**src/rtl/mask_collector_pkg.sv**
```systemverilog
// Shared types and width helpers for the index-to-mask collector.
package mask_collector_pkg;

  typedef enum logic {
    COLLECT = 1'b0,
    EMIT    = 1'b1
  } state_e;

  // Same definition as the common_cells idx_width helper: at least one bit.
  function automatic int unsigned idx_width(input int unsigned num_idx);
    return (num_idx > 32'd1) ? unsigned'($clog2(num_idx)) : 32'd1;
  endfunction

  function automatic int unsigned cnt_width(input int unsigned num_bits);
    return unsigned'($clog2(num_bits + 32'd1));
  endfunction

endpackage

```
**src/rtl/mask_collector_if.sv**
```systemverilog
// Index input stream and mask output stream of mask_collector; signal names
// are given from the collector's point of view.
interface mask_collector_if #(
  parameter int unsigned WIDTH = 32
);
  localparam int unsigned IDX_WIDTH = mask_collector_pkg::idx_width(WIDTH);
  localparam int unsigned CNT_WIDTH = mask_collector_pkg::cnt_width(WIDTH);

  logic [IDX_WIDTH-1:0] idx_i;
  logic                 idx_last_i;
  logic                 idx_valid_i;
  logic                 idx_ready_o;
  logic [WIDTH-1:0]     mask_o;
  logic [CNT_WIDTH-1:0] cnt_o;
  logic                 dup_o;
  logic                 oor_o;
  logic                 mask_valid_o;
  logic                 mask_ready_i;

  modport slave (
    input  idx_i, idx_last_i, idx_valid_i, mask_ready_i,
    output idx_ready_o, mask_o, cnt_o, dup_o, oor_o, mask_valid_o
  );

  modport master (
    output idx_i, idx_last_i, idx_valid_i, mask_ready_i,
    input  idx_ready_o, mask_o, cnt_o, dup_o, oor_o, mask_valid_o
  );
endinterface

```
**src/rtl/idx_decoder.sv**
```systemverilog
// Combinational bit index to one-hot decoder with an in-range flag for
// non-power-of-two widths.
module idx_decoder #(
  parameter int unsigned WIDTH     = 32,
  parameter int unsigned IDX_WIDTH = 5
) (
  input  logic [IDX_WIDTH-1:0] idx_i,
  output logic [WIDTH-1:0]     onehot_o,
  output logic                 in_range_o
);

  assign in_range_o = (32'(idx_i) < WIDTH);
  assign onehot_o   = in_range_o ? (WIDTH'(1) << idx_i) : '0;

endmodule

```
**src/rtl/mask_collector.sv**
```systemverilog
// Collects a stream of bit indices into a mask with distinct-bit count and
// duplicate / out-of-range flags; the frame is released on the last index.
module mask_collector
  import mask_collector_pkg::*;
#(
  parameter int unsigned WIDTH = 32
) (
  input logic             clk_i,
  input logic             rst_ni,
  input logic             flush_i,
  mask_collector_if.slave bus
);

  localparam int unsigned IDX_WIDTH = idx_width(WIDTH);
  localparam int unsigned CNT_WIDTH = cnt_width(WIDTH);

  state_e               state_q;
  logic [WIDTH-1:0]     mask_q;
  logic [CNT_WIDTH-1:0] cnt_q;
  logic                 dup_q;
  logic                 oor_q;

  logic [WIDTH-1:0]     onehot;
  logic                 in_range;
  logic                 already_set;

  idx_decoder #(
    .WIDTH     (WIDTH),
    .IDX_WIDTH (IDX_WIDTH)
  ) u_idx_decoder (
    .idx_i      (bus.idx_i),
    .onehot_o   (onehot),
    .in_range_o (in_range)
  );

  assign already_set = |(mask_q & onehot);

  // Flush outranks both handshakes; the output handshake empties the frame
  // without accepting an index in the same cycle.
  always_ff @(posedge clk_i or negedge rst_ni) begin
    if (!rst_ni) begin
      state_q <= COLLECT;
      mask_q  <= '0;
      cnt_q   <= '0;
      dup_q   <= 1'b0;
      oor_q   <= 1'b0;
    end else if (flush_i) begin
      state_q <= COLLECT;
      mask_q  <= '0;
      cnt_q   <= '0;
      dup_q   <= 1'b0;
      oor_q   <= 1'b0;
    end else begin
      case (state_q)
        COLLECT: begin
          if (bus.idx_valid_i) begin
            if (!in_range) begin
              oor_q <= 1'b1;
            end else if (already_set) begin
              dup_q <= 1'b1;
            end else begin
              mask_q <= mask_q | onehot;
              cnt_q  <= cnt_q + 1'b1;
            end
            if (bus.idx_last_i) begin
              state_q <= EMIT;
            end
          end
        end
        EMIT: begin
          if (bus.mask_ready_i) begin
            state_q <= COLLECT;
            mask_q  <= '0;
            cnt_q   <= '0;
            dup_q   <= 1'b0;
            oor_q   <= 1'b0;
          end
        end
        default: state_q <= COLLECT;
      endcase
    end
  end

  assign bus.idx_ready_o  = (state_q == COLLECT);
  assign bus.mask_valid_o = (state_q == EMIT);
  assign bus.mask_o       = mask_q;
  assign bus.cnt_o        = cnt_q;
  assign bus.dup_o        = dup_q;
  assign bus.oor_o        = oor_q;

endmodule

```
**src/flat_wrapper.sv**
```systemverilog
// flat-port wrapper written by rule: the top's interface ports become plain ports
module mask_collector_flat import mask_collector_pkg::*;
#(
  parameter int unsigned WIDTH = 32
)
  (clk_i, rst_ni, flush_i, bus_idx_i, bus_idx_last_i, bus_idx_valid_i, bus_mask_ready_i, bus_idx_ready_o, bus_mask_o, bus_cnt_o, bus_dup_o, bus_oor_o, bus_mask_valid_o);
  mask_collector_if #(.WIDTH(WIDTH)) bus_i ();
  input logic clk_i;
  input logic rst_ni;
  input logic flush_i;
  input wire logic [$bits(bus_i.idx_i)-1:0] bus_idx_i;
  input wire logic [$bits(bus_i.idx_last_i)-1:0] bus_idx_last_i;
  input wire logic [$bits(bus_i.idx_valid_i)-1:0] bus_idx_valid_i;
  input wire logic [$bits(bus_i.mask_ready_i)-1:0] bus_mask_ready_i;
  output wire logic [$bits(bus_i.idx_ready_o)-1:0] bus_idx_ready_o;
  output wire logic [$bits(bus_i.mask_o)-1:0] bus_mask_o;
  output wire logic [$bits(bus_i.cnt_o)-1:0] bus_cnt_o;
  output wire logic [$bits(bus_i.dup_o)-1:0] bus_dup_o;
  output wire logic [$bits(bus_i.oor_o)-1:0] bus_oor_o;
  output wire logic [$bits(bus_i.mask_valid_o)-1:0] bus_mask_valid_o;
  assign bus_i.idx_i = bus_idx_i;
  assign bus_i.idx_last_i = bus_idx_last_i;
  assign bus_i.idx_valid_i = bus_idx_valid_i;
  assign bus_i.mask_ready_i = bus_mask_ready_i;
  assign bus_idx_ready_o = bus_i.idx_ready_o;
  assign bus_mask_o = bus_i.mask_o;
  assign bus_cnt_o = bus_i.cnt_o;
  assign bus_dup_o = bus_i.dup_o;
  assign bus_oor_o = bus_i.oor_o;
  assign bus_mask_valid_o = bus_i.mask_valid_o;
  mask_collector #(.WIDTH(WIDTH)) u_core (.clk_i(clk_i), .rst_ni(rst_ni), .flush_i(flush_i), .bus(bus_i));
endmodule
```
**config.mk**
```make
export PLATFORM = sky130hd
export DESIGN_NAME = mask_collector_flat
export DESIGN_NICKNAME = d
export VERILOG_FILES = /design/src/rtl/mask_collector_pkg.sv /design/src/rtl/mask_collector_if.sv /design/src/rtl/idx_decoder.sv /design/src/rtl/mask_collector.sv /design/src/flat_wrapper.sv
export SDC_FILE = /design/constraint.sdc
export NUM_CORES = 1
export LEC_CHECK = 0
export CAP_MARGIN = 20
export CORE_UTILIZATION = 36
export CTS_CLUSTER_DIAMETER = 200
export CTS_CLUSTER_SIZE = 14
export DETAILED_ROUTE_END_ITERATION = 10
export PLACE_DENSITY_LB_ADDON = 0.12
export SLEW_MARGIN = 20
export SYNTH_ARGS = -nofsm -noshare
export SYNTH_HDL_FRONTEND = slang
export SYNTH_HIERARCHICAL = 1
export SYNTH_SLANG_ARGS = --single-unit
```
**constraint.sdc**
```tcl
create_clock -name clk_i -period 2.34 [get_ports clk_i]
set_input_delay 0.585 -clock clk_i [delete_from_list [all_inputs] [get_ports clk_i]]
set_output_delay 0.585 -clock clk_i [all_outputs]
set_load 0.01 [all_outputs]
```
==> results of run 1 <==
[cell families (layout without fill, tap and decap cells)]
group / Yosys count / count (layout)
DFF: 41 / 41
muxes: 2 / 2
and+or+nand+nor: 79 / 79
adders and majority gates: 1 / 1
other: 1 / 1
AOI/OAI and AO/OA: 58 / 58
buffers and inverters: 14 / 107
[final cells by class]
type                            instances  area [um^2]
Fill cell                             493         2160
Clock buffer                            5         68.8
Clock inverter                          3         65.1
Multi-Input combinational cell        141          992
Inverter                                1         3.75
Sequential cell                        41         1030
Timing Repair Buffer                   98          868
Tap cell                               70         87.6
[flip-flops by register name, indices dropped and copies added (netlist names)]
name and cells:
u_core/bus.mask_o 32, u_core/bus.cnt_o 6, u_core/bus.dup_o 1, u_core/bus.mask_valid_o 1, u_core/bus.oor_o 1
[worst max-delay path by stage]
stage / start / slack [ns] / endpoint / cells after the start
after floorplan: bus_idx_i[2] / 0.008 / u_core/bus.mask_o[4] / 11
after global placement: bus_idx_i[0] / -0.65 / u_core/bus.mask_o[22] / 10
after detailed placement: bus_idx_i[1] / -0.71 / u_core/bus.cnt_o[2] / 9
after CTS: bus_idx_i[2] / 0.01 / u_core/bus.mask_o[7] / 11
after global routing: bus_idx_i[0] / 0.006 / u_core/bus.mask_o[0] / 10
final: bus_idx_i[0] / 0.08 / u_core/bus.mask_o[9] / 10
[layer usage]
layer	up-vias	global-route usage [%]	routed length [um]
met5	-	0	0
met4	0	7.36	77
met3	7	3.45	247
met2	50	34.8	2860
met1	939	26.6	2570
li1	911	-	-
[worst max-delay path, stage by stage]
cell	delay [ns]
buf_2	0.14
or3b_4	0.28
nor2_4	0.04
a22o_1	0.21
a221oi_2	0.20
and3_1	0.24
and3_4	0.20
and4_4	0.29
buf_12	0.16
a22o_1	0.14
[synthesized netlist by cell type (2+ instances only)]
cell | count | area share [%]
nand2_1 | 8 | 1.5
nor3b_1 | 2 | 0.74
buf_4 | 2 | 0.74
clkbuf_1 | 7 | 1.3
nand3_1 | 6 | 1.5
a22oi_1 | 12 | 4.4
or2_2 | 3 | 0.92
buf_8 | 3 | 2.2
o21ai_0 | 2 | 0.49
a21oi_1 | 4 | 0.99
and4_1 | 2 | 0.86
a221o_1 | 2 | 0.99
or3b_1 | 3 | 1.3
a22o_1 | 34 | 15
and3_1 | 5 | 1.5
nand4_1 | 2 | 0.62
nand3b_1 | 3 | 1.1
nor2_1 | 37 | 6.8
nand2b_1 | 2 | 0.62
a221oi_1 | 2 | 0.86
dfrtp_1 | 41 | 51
nor3_1 | 2 | 0.49
[placed cells by master, fill, tap and decap left out, drive strengths merged, types with 2 or more instances in the layout]
cell	count
nand3	6
clkdlybuf4s50	46
nand2	8
nand3b	3
a22o	34
a22oi	12
nand2b	2
buf	52
nor3b	2
clkbuf	5
o21ai	2
nor2	37
and3	5
nor2b	2
or2	3
a221o	2
a221oi	2
a21oi	4
nor3	2
bufinv	2
or3b	3
and4	2
nand4	2
dfrtp	41
[power by group through the flow]
stage	logic (W)	registers, W	clock network, W
after global routing	0.000203	0.000725	0.000724
after CTS	0.000183	0.000724	0.000691
after floorplan	0.0000723	0.000740	0
after global placement	0.000168	0.000738	0
after detailed placement	0.000169	0.000738	0
final	0.000185	0.000724	0.000681
[repair_timing]
item / in CTS / in global routing
gates resized for setup: 37 / 11
setup buffers: 1 / 2
gates cloned: 1 / 0
pin swaps: 3 / 5
endpoints found under the setup margin: 39 / 34
[metrics by stage]
stage	instance area, um^2	std cells
after floorplan	2030	196
after global placement	2870	347
after detailed placement	2870	347
after CTS	3080	357
after global routing	3110	359
final	3110	359
==> qor.csv, run 1 <==
stage,metric,value,unit
synth,synth_top_family_by_area,compound AO/OA/AOI/OAI gates,
synth,netlist_instances,196,
global_routing,grt_max_degree,42,
floorplanning,fp-row-count,26,
route,vias,1907,
route,avgRoutedWirePerCell,16.0,um
sta,setup_viol,0,
setup_path,setup.worst_path.class,in -> reg,
sta,hold_viol_final,0,
route,drc_errors,0,
floorplanning,pin_count,53,
route,via_per_inst,5.31,
global_routing,grt_pass1_wl,9.59,mm
setup_path,worstReg2RegStart,u_core/bus.mask_o[21],
synth,syn_area,2030,um^2
synth,synth.avg_cell_area,10.4,um^2
power,powerDensity,511,nW/um^2
finish,n_antenna_cell,0,
synth,synth_adder_area_share,0.617,%
clock_network,cts_sinks,41,
synth,synth_xor_area_share,0,%
route,first_pass_iters,4,
sta,fin_ws,0.0828,ns
global_routing,grt_pass1_vias,1933,
floorplanning,dieArea,5940,um^2
synth,synth-seq-cells,41,
floorplanning,die_height,77.1,um
global_routing,overflow,0,
place,port_buffers,52,
sta,fmax,443,MHz
power,total_leakage_power,1.39,nW
power,ir_drop,0.278,mV
finish,drive_gt1_share,29.8,%
synth,synth_edf_count,0,
clock_network,cts.path.max_buffers,2,
power,total_power,0.00159,W
sta,hold_slack,0.342,ns
synth,muxShareOfSynthArea,1.05,%
synth,synth_nets,208,
setup_path,critPathLaunchType,input port,
sta,max-slew-margin-rel,64.6,%
setup_path,reg2reg_slack,0.35,ns
worst_hold_path,min_path_type,in -> async,
sta,min_period,2.26,ns
power,share_seq_of_total_power,45.5,%
setup_path,endpoint_kind,flip-flop,
synth,synthArstFlopShare,100,%
clock_network,cts_htree_levels,2,
sta,clock_skew,0.0117,ns
synth,synth_compound_area_share,23.2,%
route,routed_wl,5.75,mm
outcome,status,"complete, no violations",
finish,nNetsFinal,300,
power,p_sw_share,23.0,%
place,place.gp.congestion,0.760,
power,clkPwrFrac,42.8,%
setup_path,critPathMaxFanout,16,
global_routing,grt_antenna_before_repair,0,
synth,yosys_warnings,6,
flow_run,drv_cap,0,
synth,ys_types,34,
synth,synth_ff_type,dfrtp_1,
finish,utilization,59.0,%
global_routing,grt_usage,20.7,%
clock_network,cts_made_buffers,5,
synth,synth_simple_gate_area_share,19.4,%
place,place_ws,-0.708,ns
power,p_int,0.00122,W
sta,tns,0,ns
sta,layout_worst_path_cycle_share,96.5,%
clock_network,clock_latency,0.30,ns
clock_network,root_buffer,clkbuf_8,
clock_network,holdBufCountCts,0,
power,p_switching,0.000366,W
setup_path,r2r-end,u_core/bus.mask_o[9],
setup_path,cp_data_required_time,2.57,ns
clock_network,cts_tree,yes,
route,drtIter0Drc,83,
floorplanning,core_area,5270,um^2
sta,drv_slew,0,
sta,worst_pin_slew,0.532,ns
route,drtAntennaViolNets,0,
finish,area_growth,53.3,%
floorplanning,initial_core_util,38.5,%
setup_path,r2r_cells,7,
clock_network,clkTransAtPathRegs,0.08,ns
synth,ys_seq_area_share,50.6,%
power,combPwrFrac,11.7,%
sta,rsz0062_at_grt,no,
place,dp_hpwl,3.72,mm
floorplanning,die_w,77.1,um
setup_path,cp_data_arrival_time,2.49,ns
(Power assumes the default switching activity.)
==> run 2: changes to the inputs <==
- GPL_TIMING_DRIVEN: unset -> 0
==> run 2 against run 1 <==
Against the previous run:
- clock power is 12% lower
- final area is 4.7% lower
- non-clock buffer count is 25 lower
- utilization is 2.8 points lower
- die area stayed put
- via count is 2.5% lower
- wire length is 0.42% higher
- flip-flop and latch count stayed put
- combinational power is 3% higher
- highest routed layer unchanged
- critical path depth is 1 higher
==> qor.csv, run 2 (same netlist as run 1, synthesis figures left out) <==
stage,metric,value,unit
route,drtIter0Drc,92,
clock_network,cts_sinks,41,
floorplanning,core_area,5270,um^2
worst_hold_path,min_path_type,in -> async,
place,port_buffers,52,
global_routing,grt_pass1_vias,1876,
power,share_seq_of_total_power,47.8,%
clock_network,cts_htree_levels,2,
sta,setup_viol,0,
sta,fmax,436,MHz
sta,clock_skew,0.00753,ns
flow_run,drv_cap,0,
setup_path,critPathLaunchType,input port,
floorplanning,fp-row-count,26,
setup_path,cp_data_arrival_time,2.48,ns
floorplanning,pin_count,53,
finish,largest_reg_flops,32,
sta,hold_viol_final,0,
power,total_leakage_power,1.26,nW
setup_path,max_stage_delay,0.44,ns
sta,min_period,2.29,ns
global_routing,grt_antenna_before_repair,0,
sta,fin_ws,0.0456,ns
global_routing,overflow,0,
sta,drv_slew,0,
route,vias,1859,
clock_network,cts.path.max_buffers,2,
place,dp_hpwl,3.99,mm
clock_network,root_buffer,clkbuf_8,
floorplanning,die_w,77.1,um
finish,stdcell_area,2960,um^2
clock_network,cts_made_buffers,5,
finish,drive_gt1_share,20.8,%
power,p_switching,0.000368,W
setup_path,cp_slowest_cell,or3b_4,
power,powerDensity,511,nW/um^2
power,clkPwrFrac,39.7,%
route,drc_errors,0,
floorplanning,initial_core_util,38.5,%
route,first_pass_iters,4,
setup_path,endpoint_kind,flip-flop,
floorplanning,dieArea,5940,um^2
sta,max-slew-margin-rel,65.2,%
setup_path,cp_cell_sequence,buf_4 -> or3b_4 -> nor2_4 -> a22o_1 -> a221oi_2 -> and3_1 -> and3_4 -> and4_1 -> buf_6 -> clkbuf_16 -> a22o_1,
place,place_ws,-0.892,ns
sta,rsz0062_at_grt,yes,
place,dp.cells,319,
power,p_int,0.00115,W
setup_path,cp_data_required_time,2.52,ns
clock_network,cts_tree,yes,
power,ir_drop,0.273,mV
global_routing,grt_max_degree,31,
route,routed_wl,5.78,mm
sta,layout_worst_path_cycle_share,98.1,%
finish,area_growth,46.1,%
place,place.gp.congestion,0.817,
place,placed_area,2650,um^2
finish,nNetsFinal,275,
finish,n_antenna_cell,0,
power,combPwrFrac,12.6,%
clock_network,clkTransAtPathRegs,0.08,ns
floorplanning,die_height,77.1,um
global_routing,grt_usage,20.4,%
finish,instances_no_fill,334,
setup_path,critPathMaxFanout,8,
sta,worst_pin_slew,0.522,ns
clock_network,clock_latency,0.29,ns
global_routing,grt_pass1_wl,9.44,mm
power,p_sw_share,24.3,%
route,avgRoutedWirePerCell,17.3,um
route,drtAntennaViolNets,0,
setup_path,setup.worst_path.class,in -> reg,
outcome,status,"complete, no violations",
finish,layout_commonest_cell,clkdlybuf4s50_1,
finish,final_cell_mix,"clkdlybuf4s50_1 (46), dfrtp_1 (41), a22o_1 (34), nor2_1 (30), a22oi_1 (12)",
setup_path,cpMostUsedCell,a22o_1,
route,via_per_inst,5.57,
sta,tns,0,ns
==> run 2: cell types whose count changed in the layout (fill, tap and decap cells not counted), moves of 2 or more <==
| cell | before | now |
|---|---|---|
| and4_1 | 0 | 2 |
| a22oi_2 | 2 | 0 |
| buf_2 | 6 | 3 |
| clkbuf_1 | 0 | 2 |
| nor2_2 | 7 | 4 |
| and4_4 | 2 | 0 |
| buf_8 | 0 | 3 |
| nor2_4 | 1 | 3 |
| a22oi_1 | 10 | 12 |
| buf_6 | 0 | 3 |
| clkbuf_16 | 0 | 2 |
| clkbuf_2 | 0 | 2 |
| buf_4 | 44 | 10 |
==> run 2: layout make-up <==
type / instances / area [um^2]
plain buffers: 10 / 88.8
clock buffers: 6 / 82.6
clock inverters: 2 / 37.5
fillers: 492 / 2310
inverters: 1 / 3.75
multi-input cells: 141 / 990
flip-flops and latches: 41 / 1030
well taps: 70 / 87.6
repair buffers: 63 / 648
==> run 2: power groups by stage <==
stage	Sequential, W	Combinational [W]	Clock [W]
finish	0.000723	0.000190	0.000601
global route	0.000724	0.000206	0.000641
CTS	0.000723	0.000178	0.000619
detailed placement	0.000737	0.000161	0
global placement	0.000737	0.000155	0
floorplan	0.000740	0.0000723	0
==> run 2: layer usage <==
| layer | up-vias | global-route usage [%] | routed length (um) |
|---|---|---|---|
| met5 | - | 0 | 0 |
| met4 | 0 | 7.74 | 95 |
| met3 | 11 | 3.93 | 338 |
| met2 | 66 | 34.1 | 2810 |
| met1 | 922 | 26.1 | 2530 |
| li1 | 860 | - | - |
==> run 2: worst paths after layout <==
check	slack [ns]	depth (start not counted)	endpoint	startpoint
max	0.05	11	u_core/bus.mask_o[25]	bus_idx_i[1]
min	0.16	1	u_core/bus.cnt_o[2]	rst_ni
max reg2reg	0.40	8	u_core/bus.mask_o[19]	u_core/bus.mask_o[9]
min reg2reg	0.52	2	u_core/bus.oor_o	u_core/bus.oor_o
max in group asynchronous	1.72	2	u_core/bus.mask_o[9]	rst_ni
min in group clk_i	0.52	2	u_core/bus.oor_o	u_core/bus.oor_o
==> run 2: critical path, delay by kind of cell <==
kind                   cells  cell delay, ns
and+or+nand+nor            5            1.06
AOI/OAI and AO/OA          3            0.37
buffers and inverters      3            0.45
==> run 2: stage by stage <==
step	power [W]	hold slack (ns)	utilization, %
6_report	0.00151	0.160	56.2
5_1_grt	0.00157	0.171	56.2
4_1_cts	0.00152	0.163	54.5
3_5_place_dp	0.000899	0.493	50.4
3_3_place_gp	0.000893	0.512	50.1
2_1_floorplan	0.000812	0.289	-
==> run 2: repair_timing <==
action	CTS	global route
pin swaps	2	7
setup buffers	7	1
hold buffers	0	0
cloned	0	2
gates resized for setup	35	23
setup endpoints to repair	39	37
hold endpoints to repair	0	0
